File: config.mk
export PLATFORM = sky130hd
export DESIGN_NAME = recurrence_sequencer
export DESIGN_NICKNAME = d
export VERILOG_FILES = /design/src/rtl/recurrence_pkg.sv /design/src/rtl/seq_delay_timer.sv /design/src/rtl/recurrence_sequencer.sv
export SDC_FILE = /design/constraint.sdc
export NUM_CORES = 1
export LEC_CHECK = 0
export BUFFER_PORTS_ARGS = -buffer_cell sky130_fd_sc_hd__buf_2
export CAP_MARGIN = 5
export CORE_MARGIN = 2
export CORE_UTILIZATION = 58
export CTS_BUF_LIST = sky130_fd_sc_hd__clkbuf_16
export DETAILED_ROUTE_END_ITERATION = 8
export PLACE_DENSITY = 0.87
export SLEW_MARGIN = 20
export SYNTH_ARGS = -nofsm -noshare
export SYNTH_HDL_FRONTEND = slang
export SYNTH_HIERARCHICAL = 1
export SYNTH_SLANG_ARGS = --single-unit
File: constraint.sdc
create_clock -name clk -period 7.9 [get_ports clk]
set_clock_uncertainty 0.05 [all_clocks]
set_input_delay 0.395 -clock clk [delete_from_list [all_inputs] [get_ports clk]]
set_output_delay 0.395 -clock clk [all_outputs]
set_load 0.02 [all_outputs]
File: src/rtl/recurrence_pkg.sv
`default_nettype none
// ============================================================================
// Module      : recurrence_pkg
// Description : Shared definitions for the recurrence sequencer. Holds the FSM
//               state encoding, the per-step arithmetic constants and the
//               default operand width.
// Revision    : 1.0 - initial release
// ============================================================================
package recurrence_pkg;

    // Default operand width for a, b, c, d
    localparam int c_DEFAULT_WIDTH = 32;

    // Step constants: d = a - 3, b = d + 10, c = c + 1
    localparam int c_STEP_D_SUB = 3;
    localparam int c_STEP_B_ADD = 10;
    localparam int c_STEP_C_INC = 1;

    typedef enum logic [2:0] {
        ST_IDLE   = 3'd0,
        ST_WAIT   = 3'd1,
        ST_STEP_A = 3'd2,
        ST_STEP_D = 3'd3,
        ST_STEP_B = 3'd4,
        ST_STEP_C = 3'd5,
        ST_FINISH = 3'd6
    } state_t;

endpackage : recurrence_pkg
`default_nettype wire

File: src/rtl/seq_delay_timer.sv
`default_nettype none
// ============================================================================
// Module      : seq_delay_timer
// Description : Down-counter that paces the sequencer between step updates.
//               A load reloads the count; while enabled it counts down and
//               raises tick in the last waiting cycle.
// Ports       : clk    - clock
//               rst_n  - asynchronous active-low reset
//               load   - reload the count (asserted on every WAIT entry)
//               enable - high while the sequencer sits in WAIT
//               tick   - last WAIT cycle; the sequencer leaves WAIT on this edge
// Revision    : 1.0 - initial release
// ============================================================================
module seq_delay_timer #(
    parameter int DELAY = 5
) (
    input  logic clk,
    input  logic rst_n,
    input  logic load,
    input  logic enable,
    output logic tick
);

    localparam int CNT_W = $clog2(DELAY + 1);

    // The step state itself consumes one cycle of each DELAY-cycle interval,
    // so WAIT only has to cover the remaining DELAY-1 cycles.
    localparam logic [CNT_W-1:0] c_LOAD = CNT_W'(DELAY - 1);

    logic [CNT_W-1:0] r_cnt;

    always_ff @(posedge clk or negedge rst_n) begin
        if (!rst_n) begin
            r_cnt <= '0;
        end else if (load) begin
            r_cnt <= c_LOAD;
        end else if (enable && (r_cnt != '0)) begin
            r_cnt <= r_cnt - CNT_W'(1);
        end
    end

    assign tick = enable && (r_cnt <= CNT_W'(1));

endmodule : seq_delay_timer
`default_nettype wire

File: src/rtl/recurrence_sequencer.sv
`default_nettype none
// ============================================================================
// Module      : recurrence_sequencer
// Description : Runs N passes of the four-step recurrence
//                   a = b + c ; d = a - 3 ; b = d + 10 ; c = c + 1
//               with one step update every DELAY cycles. Each step sees the
//               results of the earlier steps of the same pass.
// Ports       : clk, rst_n            - clock, asynchronous active-low reset
//               start, iterations     - begin a run of 'iterations' passes
//               a_init..d_init        - initial operand values, taken with start
//               abort                 - cancel an active run (no done)
//               a, b, c, d            - current operand values
//               busy                  - run in progress
//               done                  - one-cycle pulse on normal completion
//               iter_cnt              - completed passes of current/last run
// Revision    : 1.0 - initial release
// ============================================================================
module recurrence_sequencer
    import recurrence_pkg::*;
#(
    parameter int WIDTH  = c_DEFAULT_WIDTH,
    parameter int DELAY  = 5,
    parameter int ITER_W = 4
) (
    input  logic                    clk,
    input  logic                    rst_n,
    input  logic                    start,
    input  logic                    abort,
    input  logic [ITER_W-1:0]       iterations,
    input  logic signed [WIDTH-1:0] a_init,
    input  logic signed [WIDTH-1:0] b_init,
    input  logic signed [WIDTH-1:0] c_init,
    input  logic signed [WIDTH-1:0] d_init,
    output logic signed [WIDTH-1:0] a,
    output logic signed [WIDTH-1:0] b,
    output logic signed [WIDTH-1:0] c,
    output logic signed [WIDTH-1:0] d,
    output logic                    busy,
    output logic                    done,
    output logic [ITER_W-1:0]       iter_cnt
);

    // With DELAY=1 there is no spare cycle for WAIT: step states follow
    // each other back to back.
    localparam bit c_BYPASS_WAIT = (DELAY == 1);

    state_t r_state;
    state_t w_next_state;
    state_t r_pending;
    state_t w_next_pending;
    state_t w_go_step;

    logic                    w_go;
    logic                    w_accept;
    logic                    w_finish;
    logic                    w_upd_a;
    logic                    w_upd_d;
    logic                    w_upd_b;
    logic                    w_upd_c;
    logic                    w_timer_load;
    logic                    w_in_wait;
    logic                    w_tick;
    logic [ITER_W-1:0]       w_iter_next;

    logic signed [WIDTH-1:0] r_a;
    logic signed [WIDTH-1:0] r_b;
    logic signed [WIDTH-1:0] r_c;
    logic signed [WIDTH-1:0] r_d;
    logic [ITER_W-1:0]       r_iterations;
    logic [ITER_W-1:0]       r_iter_cnt;
    logic                    r_busy;
    logic                    r_done;

    assign w_in_wait   = (r_state == ST_WAIT);
    assign w_iter_next = r_iter_cnt + ITER_W'(1);

    seq_delay_timer #(
        .DELAY (DELAY)
    ) u_delay_timer (
        .clk    (clk),
        .rst_n  (rst_n),
        .load   (w_timer_load),
        .enable (w_in_wait),
        .tick   (w_tick)
    );

    // ------------------------------------------------------------------
    // State register
    // ------------------------------------------------------------------
    always_ff @(posedge clk or negedge rst_n) begin
        if (!rst_n) begin
            r_state   <= ST_IDLE;
            r_pending <= ST_STEP_A;
        end else begin
            r_state   <= w_next_state;
            r_pending <= w_next_pending;
        end
    end

    // ------------------------------------------------------------------
    // Next-state and step controls. Abort takes priority over the step
    // update, so a step edge coinciding with abort leaves registers alone.
    // ------------------------------------------------------------------
    always_comb begin
        w_next_state   = r_state;
        w_next_pending = r_pending;
        w_go           = 1'b0;
        w_go_step      = ST_STEP_A;
        w_accept       = 1'b0;
        w_finish       = 1'b0;
        w_upd_a        = 1'b0;
        w_upd_d        = 1'b0;
        w_upd_b        = 1'b0;
        w_upd_c        = 1'b0;
        w_timer_load   = 1'b0;

        case (r_state)
            ST_IDLE: begin
                if (start) begin
                    w_accept = 1'b1;
                    if (iterations == '0) begin
                        w_next_state = ST_FINISH;
                    end else begin
                        w_go      = 1'b1;
                        w_go_step = ST_STEP_A;
                    end
                end
            end
            ST_WAIT: begin
                if (abort) begin
                    w_next_state = ST_IDLE;
                end else if (w_tick) begin
                    w_next_state = r_pending;
                end
            end
            ST_STEP_A: begin
                if (abort) begin
                    w_next_state = ST_IDLE;
                end else begin
                    w_upd_a   = 1'b1;
                    w_go      = 1'b1;
                    w_go_step = ST_STEP_D;
                end
            end
            ST_STEP_D: begin
                if (abort) begin
                    w_next_state = ST_IDLE;
                end else begin
                    w_upd_d   = 1'b1;
                    w_go      = 1'b1;
                    w_go_step = ST_STEP_B;
                end
            end
            ST_STEP_B: begin
                if (abort) begin
                    w_next_state = ST_IDLE;
                end else begin
                    w_upd_b   = 1'b1;
                    w_go      = 1'b1;
                    w_go_step = ST_STEP_C;
                end
            end
            ST_STEP_C: begin
                if (abort) begin
                    w_next_state = ST_IDLE;
                end else begin
                    w_upd_c = 1'b1;
                    if (w_iter_next == r_iterations) begin
                        w_next_state = ST_FINISH;
                    end else begin
                        w_go      = 1'b1;
                        w_go_step = ST_STEP_A;
                    end
                end
            end
            ST_FINISH: begin
                w_finish     = 1'b1;
                w_next_state = ST_IDLE;
            end
            default: begin
                w_next_state = ST_IDLE;
            end
        endcase

        // Route to the next step, through WAIT unless DELAY leaves no room.
        if (w_go) begin
            if (c_BYPASS_WAIT) begin
                w_next_state = w_go_step;
            end else begin
                w_next_state   = ST_WAIT;
                w_next_pending = w_go_step;
                w_timer_load   = 1'b1;
            end
        end
    end

    // ------------------------------------------------------------------
    // Datapath and status registers
    // ------------------------------------------------------------------
    always_ff @(posedge clk or negedge rst_n) begin
        if (!rst_n) begin
            r_a          <= '0;
            r_b          <= '0;
            r_c          <= '0;
            r_d          <= '0;
            r_iterations <= '0;
            r_iter_cnt   <= '0;
            r_busy       <= 1'b0;
            r_done       <= 1'b0;
        end else begin
            r_done <= w_finish;

            if (w_accept) begin
                r_a          <= a_init;
                r_b          <= b_init;
                r_c          <= c_init;
                r_d          <= d_init;
                r_iterations <= iterations;
                r_iter_cnt   <= '0;
                // A zero-pass run goes straight to FINISH and never shows busy.
                r_busy       <= (iterations != '0);
            end else if (w_next_state == ST_IDLE) begin
                r_busy <= 1'b0;
            end

            if (w_upd_a) begin
                r_a <= r_b + r_c;
            end
            if (w_upd_d) begin
                r_d <= r_a - WIDTH'(c_STEP_D_SUB);
            end
            if (w_upd_b) begin
                r_b <= r_d + WIDTH'(c_STEP_B_ADD);
            end
            if (w_upd_c) begin
                r_c        <= r_c + WIDTH'(c_STEP_C_INC);
                r_iter_cnt <= w_iter_next;
            end
        end
    end

    assign a        = r_a;
    assign b        = r_b;
    assign c        = r_c;
    assign d        = r_d;
    assign busy     = r_busy;
    assign done     = r_done;
    assign iter_cnt = r_iter_cnt;

endmodule : recurrence_sequencer
`default_nettype wire

# After elaboration in Yosys (flattened, before gate mapping)
# Cells that the tools add are included.
# W data, S select, Z words.
[word_totals]
ff_bits = 147
in_bits = 136
out_inout_bits = 134
word_cells = 80
[classes]
addsub = 6
n_lt_le_gt_ge = 1
n_eq_ne = 7
muxes = 41
n_reduce_logical = 14
[op_table]
columns = ["op", "count"]
rows = [
  ["$mux W32", 8],
  ["$mux W3", 12],
  ["$add A32 B2 Y32 const B", 1],
  ["$add A32 B32 Y32", 1],
  ["$add A32 B5 Y32 const B", 1],
  ["$sub A32 B3 Y32 const B", 1],
  ["$mux W1", 16],
  ["$pmux W3 S4", 1],
  ["$reduce_bool A2 Y1", 6],
  ["$eq A3 B3 Y1 const B", 3],
  ["$pmux W3 S3", 1],
  ["$mux W4", 2],
  ["$eq A3 B2 Y1 const B", 2],
  ["$logic_not A3 Y1", 2],
  ["$add A4 B1 Y4 const B", 1],
  ["$eq A4 B4 Y1", 1],
  ["$logic_not A4 Y1", 1],
  ["$reduce_bool A4 Y1", 1],
  ["$eq A3 B1 Y1 const B", 1],
  ["$le A3 B1 Y1 const B", 1],
  ["$pmux W1 S3", 1],
  ["$reduce_bool A3 Y1", 1],
  ["$reduce_or A3 Y1", 1],
  ["$sub A3 B1 Y3 const B", 1],
  ["$logic_and A1 B1 Y1", 2],
]

# Depth between registers and ports, before layout
# Gate-level depths: netlist of the first run.
[logic_depth]
word_depth = 9
ltp_mapped = 11
mapped_depth_nobuf = 11

# Hierarchy
# The synthesis of the first run kept the hierarchy.
[modules_own_cells]
columns = ["module", "n_inst", "cells_each", "area_per_inst_um2", "seq_area_each_um2"]
rows = [
  ["recurrence_sequencer", 1, 1180, 9610.5, 3604.7],
  ["seq_delay_timer", 1, 20, 211.5, 75.1],
]

# Least setup slack after synthesis of the first run
# Ideal clock, no wire load.
[synth_timing]
path_type = "reg2reg"
start = "register r_a[4], in the netlist a[4]"
end = "register r_d[28], in the netlist d[28]"
setup_ns = 0.137
arrival_ns = 2.557
t_required_ns = 7.713
path_slack_ns = 5.156
stages_incl_launch_ff = 9
path_buffers = 0
synth_period_minus_slack_ns = 2.744
path_cell_list = "dfrtp_1 or4_4 or4_4 or4_4 nor2_4 nand2_2 nor3_2 xnor2_1 a21oi_1"
[synth_between]
elab_chain_cells = 2
[synth_rtl]
columns = ["item", "line", "source"]
rows = [
  ["from (decl)", "recurrence_sequencer.sv:65", "logic signed [WIDTH-1:0] r_a;"],
  ["from (signal assigned)", "recurrence_sequencer.sv:214", "r_a <= a_init;"],
  ["from (signal assigned)", "recurrence_sequencer.sv:227", "r_a <= r_b + r_c;"],
  ["$sub A32 B3 Y32", "recurrence_sequencer.sv:230", "r_d <= r_a - WIDTH'(c_STEP_D_SUB);"],
  ["$mux W32", "recurrence_sequencer.sv:229", "if (w_upd_d) begin"],
  ["to (signal assigned)", "recurrence_sequencer.sv:217", "r_d <= d_init;"],
  ["to (signal assigned)", "recurrence_sequencer.sv:230", ""],
  ["to (decl)", "recurrence_sequencer.sv:68", "logic signed [WIDTH-1:0] r_d;"],
]
# Every way passes these cells.
# A chain may end at the register's enable or synchronous reset.

# Final worst setup path of the first run
[layout_timing]
start = "register r_a[0], in the netlist a[0]"
end = "register r_d[21], in the netlist d[21]"
# Same word-level chain as after synthesis.

==> impl_metrics.csv, run 1 <==
group,metric,value,unit
status,status,"completed",
placed_design,port_buffers,269,
global_routing,grt_usage,35.2,%
timing,finalHoldViolCount,0,
clock_network,cts_buffers,17,
detailed_routing,via_per_inst,6.22,
synth,yosys_warnings,6,
worst_setup_path,worstPathCellList,"a2111oi_0 -> nand2b_1 -> nor3_1 -> nand2_1 -> nor3b_1 -> xor2_1 -> nand2_1 -> o21ai_0",
floorplanning,dieHeight,134,um
worst_setup_path,crit_arrival,3.54,ns
detailed_routing,vias,10400,
worst_setup_path,reg2reg_depth,8,
worst_setup_path,worstSetupPathType,"reg -> reg",
power,p_per_area,476,nW/um^2
final_layout,drive_above_1_share,22.4,%
clock_network,cts.sinks,147,
detailed_routing,post_drt_wl_per_cell,19.0,um
synth,syn_avg_cell_area,8.18,um^2
placed_design,hpwlAfterDp,23200,um
global_routing,grt_max_degree,82,
worst_setup_path,critPathLaunchType,"register",
synth,yosys.cell_count.top_type,"nand2_1",
final_layout,syn_to_final_growth,22.1,%
synth,synth_seq_cells,147,
worst_setup_path,r2r_end,"d[21]",
synth,synth-xor-area-share,7.16,%
clock_network,clk_latency,0.43,ns
final_layout,nets,1612,
placed_design,gp_congestion,0.943,
synth,synth_top_area_share,37.2,%
synth,syn_inst,1200,
synth,syn_area,9820,um^2
timing,worst_pin_slew,1.05,ns
timing,rsz0062_at_grt,"false",
synth,synthSimpleGateAreaFrac,25.0,%
worst_setup_path,startpoint,"a[0]",
synth,synth_top_family_by_area,"simple AND/OR/NAND/NOR gates",
detailed_routing,totalWireLength,31800,um
synth,synth_ff_type,"dfrtp_1",
worst_setup_path,rrSetupSlack,4.65,ns
clock_network,cts_buffer_depth,2,
clock_network,cts_root_buffer,"clkbuf_16",
worst_setup_path,crit_fanout,6,
global_routing,overflow,0,
synth,synth_edf_count,0,
floorplanning,start_util,59.2,%
min_path,hold_path.class,"in -> reg",
global_routing,antenna_found_initial,1,
floorplanning,io-pin-count,270,
synth,ys_top_cells_by_count,"223 x nand2_1, 146 x dfrtp_1, 125 x nor2_1",
timing,fmax,0.307,GHz
global_routing,grt_pass1_wl,49900,um
synth,async_flop_share,100,%
detailed_routing,ant_nets,0,
synth,muxShareOfSynthArea,3.17,%
worst_setup_path,crit_required,8.19,ns
worst_setup_path,worst_setup_path_end_kind,"register",
power,peakVddDrop,0.000234,V
synth,synthAdderAreaFrac,5.04,%
timing,final.setup.tns,0,ns
timing,finalSetupViolations,0,
synth,synth_compound_area_share,19.1,%
worst_setup_path,critPathCapture,"d[21]",
synth,syn_nets,1375,
floorplanning,coreArea,16600,um^2
power,leakagePower,5.78,nW
worst_setup_path,worstReg2RegStart,"a[0]",
timing,slew_viol_final,0,
global_routing,grt_pass1_vias,9615,
synth,synthDistinctLibCells,68,
timing,period_minus_slack,3.25,ns
worst_setup_path,critPathMostFrequentCell,"nand2_1",
worst_setup_path,cpMaxStageDelayCell,"a2111oi_0",
detailed_routing,dr.first_iter.drc_count,1001,
detailed_routing,post-route-drc-count,0,
synth,synth_top_area_cell,"dfrtp_1",
clock_network,cts_tree,"yes",
detailed_routing,first_pass_iters,5,
timing,timing.final.crit_share,41.2,%
synth,synth_area_leaders,"dfrtp_1 37%, nand2_1 8.5%, ha_1 4.8%, nor2_1 4.8%, xnor2_1 3.7%",
worst_setup_path,critPathMaxStageDelay,0.83,ns
synth,ys_seq_area_share,37.5,%
floorplanning,fp.dieW,134,um
timing,max_slew_margin,29.5,%
final_layout,final_util,72.3,%
floorplanning,rows,47,
clock_network,clk_pin_slew,0.06,ns
floorplanning,die_area,18000,um^2
job,drv_cap,0,
clock_network,ctsHtreeMaxLevel,4,
[power by group]
part	leakage (nW)	internal (mW)	total, mW	switching (mW)
Clock	0.318	0.590	0.921	0.331
Combinational	3.68	1.21	3.14	1.93
Sequential	1.78	1.10	1.65	0.544
Total	5.78	2.90	5.71	2.81
[cells by family after synthesis]
kind of cell	count (synthesis)
AOI/OAI and AO/OA	292
xor gates and xnor gates	77
adders and majority gates	39
buffers and inverters	81
DFF	147
muxes	31
and+or+nand+nor	533
[state kept, by name, summed over array words and instances, names as in the netlist]
signal,cells
iter_cnt,4
b,32
r_state,3
a,32
done,1
u_delay_timer/r_cnt,3
r_iterations,4
c,32
r_pending,3
busy,1
d,32
[layer usage]
metal  GRT usage (%)  wire (um)  vias up
li1                -          -     4773
met1            47.8      12900     4920
met2            55.5      14400      624
met3            8.73       3430       75
met4            12.1        957        0
met5               0          0        -
[worst max-delay path, delay by kind of cell (launching register included)]
kind            cells  cell delay, ns
simple gates        5            1.53
compound gates      2            0.95
flops               1            0.44
xor+xnor            1            0.19
[cell usage in the layout (no fill, tap or decap), types with 5 or more instances in the layout]
| cell | count |
|---|---|
| inv_1 | 22 |
| and3_1 | 23 |
| nor3_1 | 33 |
| nor2b_1 | 5 |
| and4_1 | 6 |
| ha_1 | 38 |
| a21o_1 | 24 |
| a311oi_1 | 7 |
| nor4_1 | 11 |
| o22ai_1 | 6 |
| nand2_1 | 222 |
| o21a_1 | 6 |
| buf_2 | 268 |
| buf_4 | 7 |
| clkbuf_16 | 17 |
| o211ai_1 | 8 |
| nand4_1 | 21 |
| nand2b_1 | 9 |
| a211oi_1 | 24 |
| or3_1 | 5 |
| nor2_1 | 125 |
| bufinv_16 | 6 |
| a31oi_1 | 49 |
| o21ai_0 | 68 |
| dfrtp_1 | 146 |
| mux2i_1 | 30 |
| a21oi_1 | 57 |
| xor2_1 | 33 |
| a221o_1 | 6 |
| xnor2_1 | 42 |
| nand3_1 | 29 |
| and2_1 | 15 |
[worst min path at each step]
stage / start / end / slack [ns] / cells past startpoint
6_report: c_init[30] / c[30] / 0.12 / 2
5_1_grt: c_init[30] / c[30] / 0.12 / 2
4_1_cts: iterations[3] / r_iterations[3] / 0.11 / 3
3_5_place_dp: rst_n / c[5] / 0.39 / 1
3_3_place_gp: rst_n / c[5] / 0.38 / 1
2_1_floorplan: rst_n / a[0] / 0.05 / 0
[what timing repair did]
item / CTS / global route
hold buffers: 1 / 0
hold endpoints to repair: 65 / 0
setup buffers: 0 / 0
resized for setup: 0 / 0
[final cells by class]
type                            instances  area [um^2]
Clock inverter                         15          238
Timing Repair Buffer                  278         1430
Antenna cell                            1         2.50
Clock buffer                           17          425
Tap cell                              220          275
Multi-Input combinational cell        972         5870
Sequential cell                       147         3680
Fill cell                            1272         4590
Inverter                               21         78.8
[stage by stage]
| stage | cell area, um^2 | hold WS [ns] | total power, mW | worst slack [ns] | cells |
|---|---|---|---|---|---|
| 4_1_cts | 12000 | 0.110 | 5.64 | 4.74 | 1670 |
| 3_5_place_dp | 11300 | 0.387 | 4.69 | 4.80 | 1637 |
| 6_report | 12000 | 0.118 | 5.71 | 4.65 | 1671 |
| 2_1_floorplan | 9820 | 0.0494 | 3.70 | 5.16 | 1200 |
| 5_1_grt | 12000 | 0.119 | 6.09 | 4.39 | 1671 |
| 3_3_place_gp | 11300 | 0.379 | 4.61 | 5.05 | 1637 |
No activity file was read; power rests on OpenSTA's default activity.
==> inputs of run 2 (changes only) <==
CORE_UTILIZATION = 49   (was 58)
PLACE_DENSITY = 0.78   (was 0.87)
clock period = 2.7 ns   (was 7.9 ns; I/O delays follow)
==> run 2 against run 1 <==
  * The flow now finishes with violations (negative setup slack)
  * Highest routed layer unchanged
  * Global-route usage shrank 1.4 points
  * Via count grew 8.7%
  * Register-to-register slack lost 4.7 ns
  * Clock power grew to 3.0 times the previous value
==> impl_metrics.csv, run 2 (synthesis gave the netlist of run 1 again) <==
group,metric,value,unit
placed_design,gp_congestion,0.966,
final_layout,final_util,71.4,%
worst_setup_path,r2r_end,"d[28]",
timing,timing.final.crit_share,101,%
power,p_sw,8.70,mW
power,p_clk_share,15.4,%
job,drv_cap,0,
final_layout,syn_to_final_growth,42.4,%
global_routing,grt_pass1_wl,57600,um
placed_design,hpwlAfterDp,24900,um
clock_network,clk_latency,0.43,ns
clock_network,clk_pin_slew,0.07,ns
floorplanning,rows,51,
power,p_comb_share,59.3,%
timing,fmax,0.365,GHz
final_layout,fillCellCount,1438,
power,p_seq_share,25.3,%
worst_setup_path,worstSetupPathType,"reg -> reg",
detailed_routing,dr.first_iter.drc_count,1051,
timing,rsz0062_at_grt,"true",
global_routing,grt_pass1_vias,10800,
clock_network,cts_tree,"yes",
timing,period_minus_slack,2.74,ns
clock_network,cts.sinks,147,
detailed_routing,totalWireLength,36700,um
placed_design,port_buffers,269,
worst_setup_path,crit_fanout,3,
clock_network,cts_root_buffer,"clkbuf_16",
floorplanning,die_area,21200,um^2
final_layout,mostFrequentLayoutCell,"buf_2",
worst_setup_path,reg2reg_depth,8,
min_path,hold_path.class,"in -> reg",
detailed_routing,vias,11300,
power,leakagePower,6.70,nW
floorplanning,dieHeight,146,um
status,violations,"negative setup slack",
clock_network,ctsHtreeMaxLevel,4,
global_routing,grt_usage,33.8,%
timing,worst_pin_slew,0.729,ns
power,peakVddDrop,0.000654,V
worst_setup_path,rrSetupSlack,-0.04,ns
placed_design,pre_cts_slack,-0.0636,ns
timing,finalHoldViolCount,0,
timing,fin_ws,-0.0380,ns
global_routing,grt_max_degree,73,
detailed_routing,post_drt_wl_per_cell,19.2,um
worst_setup_path,worst_setup_path_end_kind,"register",
timing,max_slew_margin,51.2,%
min_path,holdPathEnd,"a[30]",
floorplanning,start_util,50.1,%
min_path,min_from,"a_init[30]",
floorplanning,fp.dieW,146,um
power,p_per_area,1300,nW/um^2
detailed_routing,ant_nets,0,
global_routing,overflow,0,
floorplanning,io-pin-count,270,
detailed_routing,post-route-drc-count,0,
worst_setup_path,crit_required,2.94,ns
final_layout,final_cell_mix,"268 x buf_2, 222 x nand2_1, 143 x dfrtp_1",
detailed_routing,via_per_inst,5.90,
worst_setup_path,worstReg2RegStart,"a[2]",
final_layout,drive_above_1_share,25.8,%
global_routing,antenna_found_initial,2,
clock_network,cts_buffers,17,
final_layout,nets,1809,
worst_setup_path,crit_arrival,2.98,ns
timing,slew_viol_final,0,
timing,finalSetupViolations,2,
power,p_sw_share,47.9,%
clock_network,cts_buffer_depth,2,
min_path,hold_path_depth,5,
status,status,"complete, but fails checks",
floorplanning,coreArea,19600,um^2
power,p_int,9.47,mW
detailed_routing,first_pass_iters,7,
worst_setup_path,critPathLaunchType,"register",
## run 2: how the worst max path moves through the flow
stage          endpoint  slack, ns   from  depth (start not counted)
2_1_floorplan     a[29]       0.03  c[19]                         10
3_3_place_gp      d[28]       0.08   a[5]                          8
3_5_place_dp      a[29]      -0.06  b[16]                          9
4_1_cts           d[28]     -0.006   a[2]                          8
5_1_grt           d[30]      -0.11   a[2]                          8
6_report          d[28]      -0.04   a[2]                          8
## run 2: layout make-up
class / instances / area, um^2 / area share [%]
timing repair buffer: 475 / 3240 / 23.1
multi-input combinational: 972 / 5960 / 42.6
inverter: 21 / 78.8 / 0.564
clock inverter: 15 / 263 / 1.88
sequential: 147 / 3680 / 26.3
clock buffer: 17 / 425 / 3.04
tap: 265 / 332 / 2.37
antenna: 2 / 5.00 / 0.0358
## run 2: critical path, cell delays in order, from the launching register on
cell and delay [ns]:
dfrtp_2 0.40, or4_4 0.53, or4_4 0.50, or4_4 0.46, nor2_4 0.15, nand2_2 0.11
nor3_4 0.17, xnor2_2 0.14, a21oi_2 0.08
## run 2: what timing repair did
| action | CTS | global route |
|---|---|---|
| pin swaps | 1 | 9 |
| hold buffers | 115 | 0 |
| resized for setup | 2 | 24 |
| hold endpoints to repair | 177 | 0 |
| buffers inserted | 0 | 3 |
| endpoints found under the setup margin | 2 | 25 |
## run 2: power by group through the flow
| stage | combinational (mW) | sequential [mW] | clock, mW |
|---|---|---|---|
| 2_1_floorplan | 5.33 | 5.50 | 0 |
| 3_3_place_gp | 9.93 | 4.46 | 0 |
| 3_5_place_dp | 10.1 | 4.51 | 0 |
| 4_1_cts | 10.3 | 4.49 | 2.82 |
| 5_1_grt | 11.7 | 4.70 | 2.92 |
| 6_report | 10.8 | 4.59 | 2.80 |
## run 2: per-stage QoR
stage	instances	hold slack, ns	power [mW]	setup TNS [ns]	area [um^2]
detailed placement	1762	0.157	14.6	-0.0636	12000
CTS	1909	0.00986	17.6	-0.00618	13900
floorplan	1200	-0.211	10.8	0	9830
global route	1914	0.0299	19.3	-0.492	14000
global placement	1762	0.146	14.4	0	12000
finish	1914	0.0272	18.2	-0.0540	14000
## run 2: routing by layer
metal	track usage (%)	vias to the layer above	wire (um)
li1	-	5163	-
met3	7.08	119	3520
met2	53.6	669	16800
met5	0	-	0
met1	45.5	5350	15000
met4	13.3	0	1460
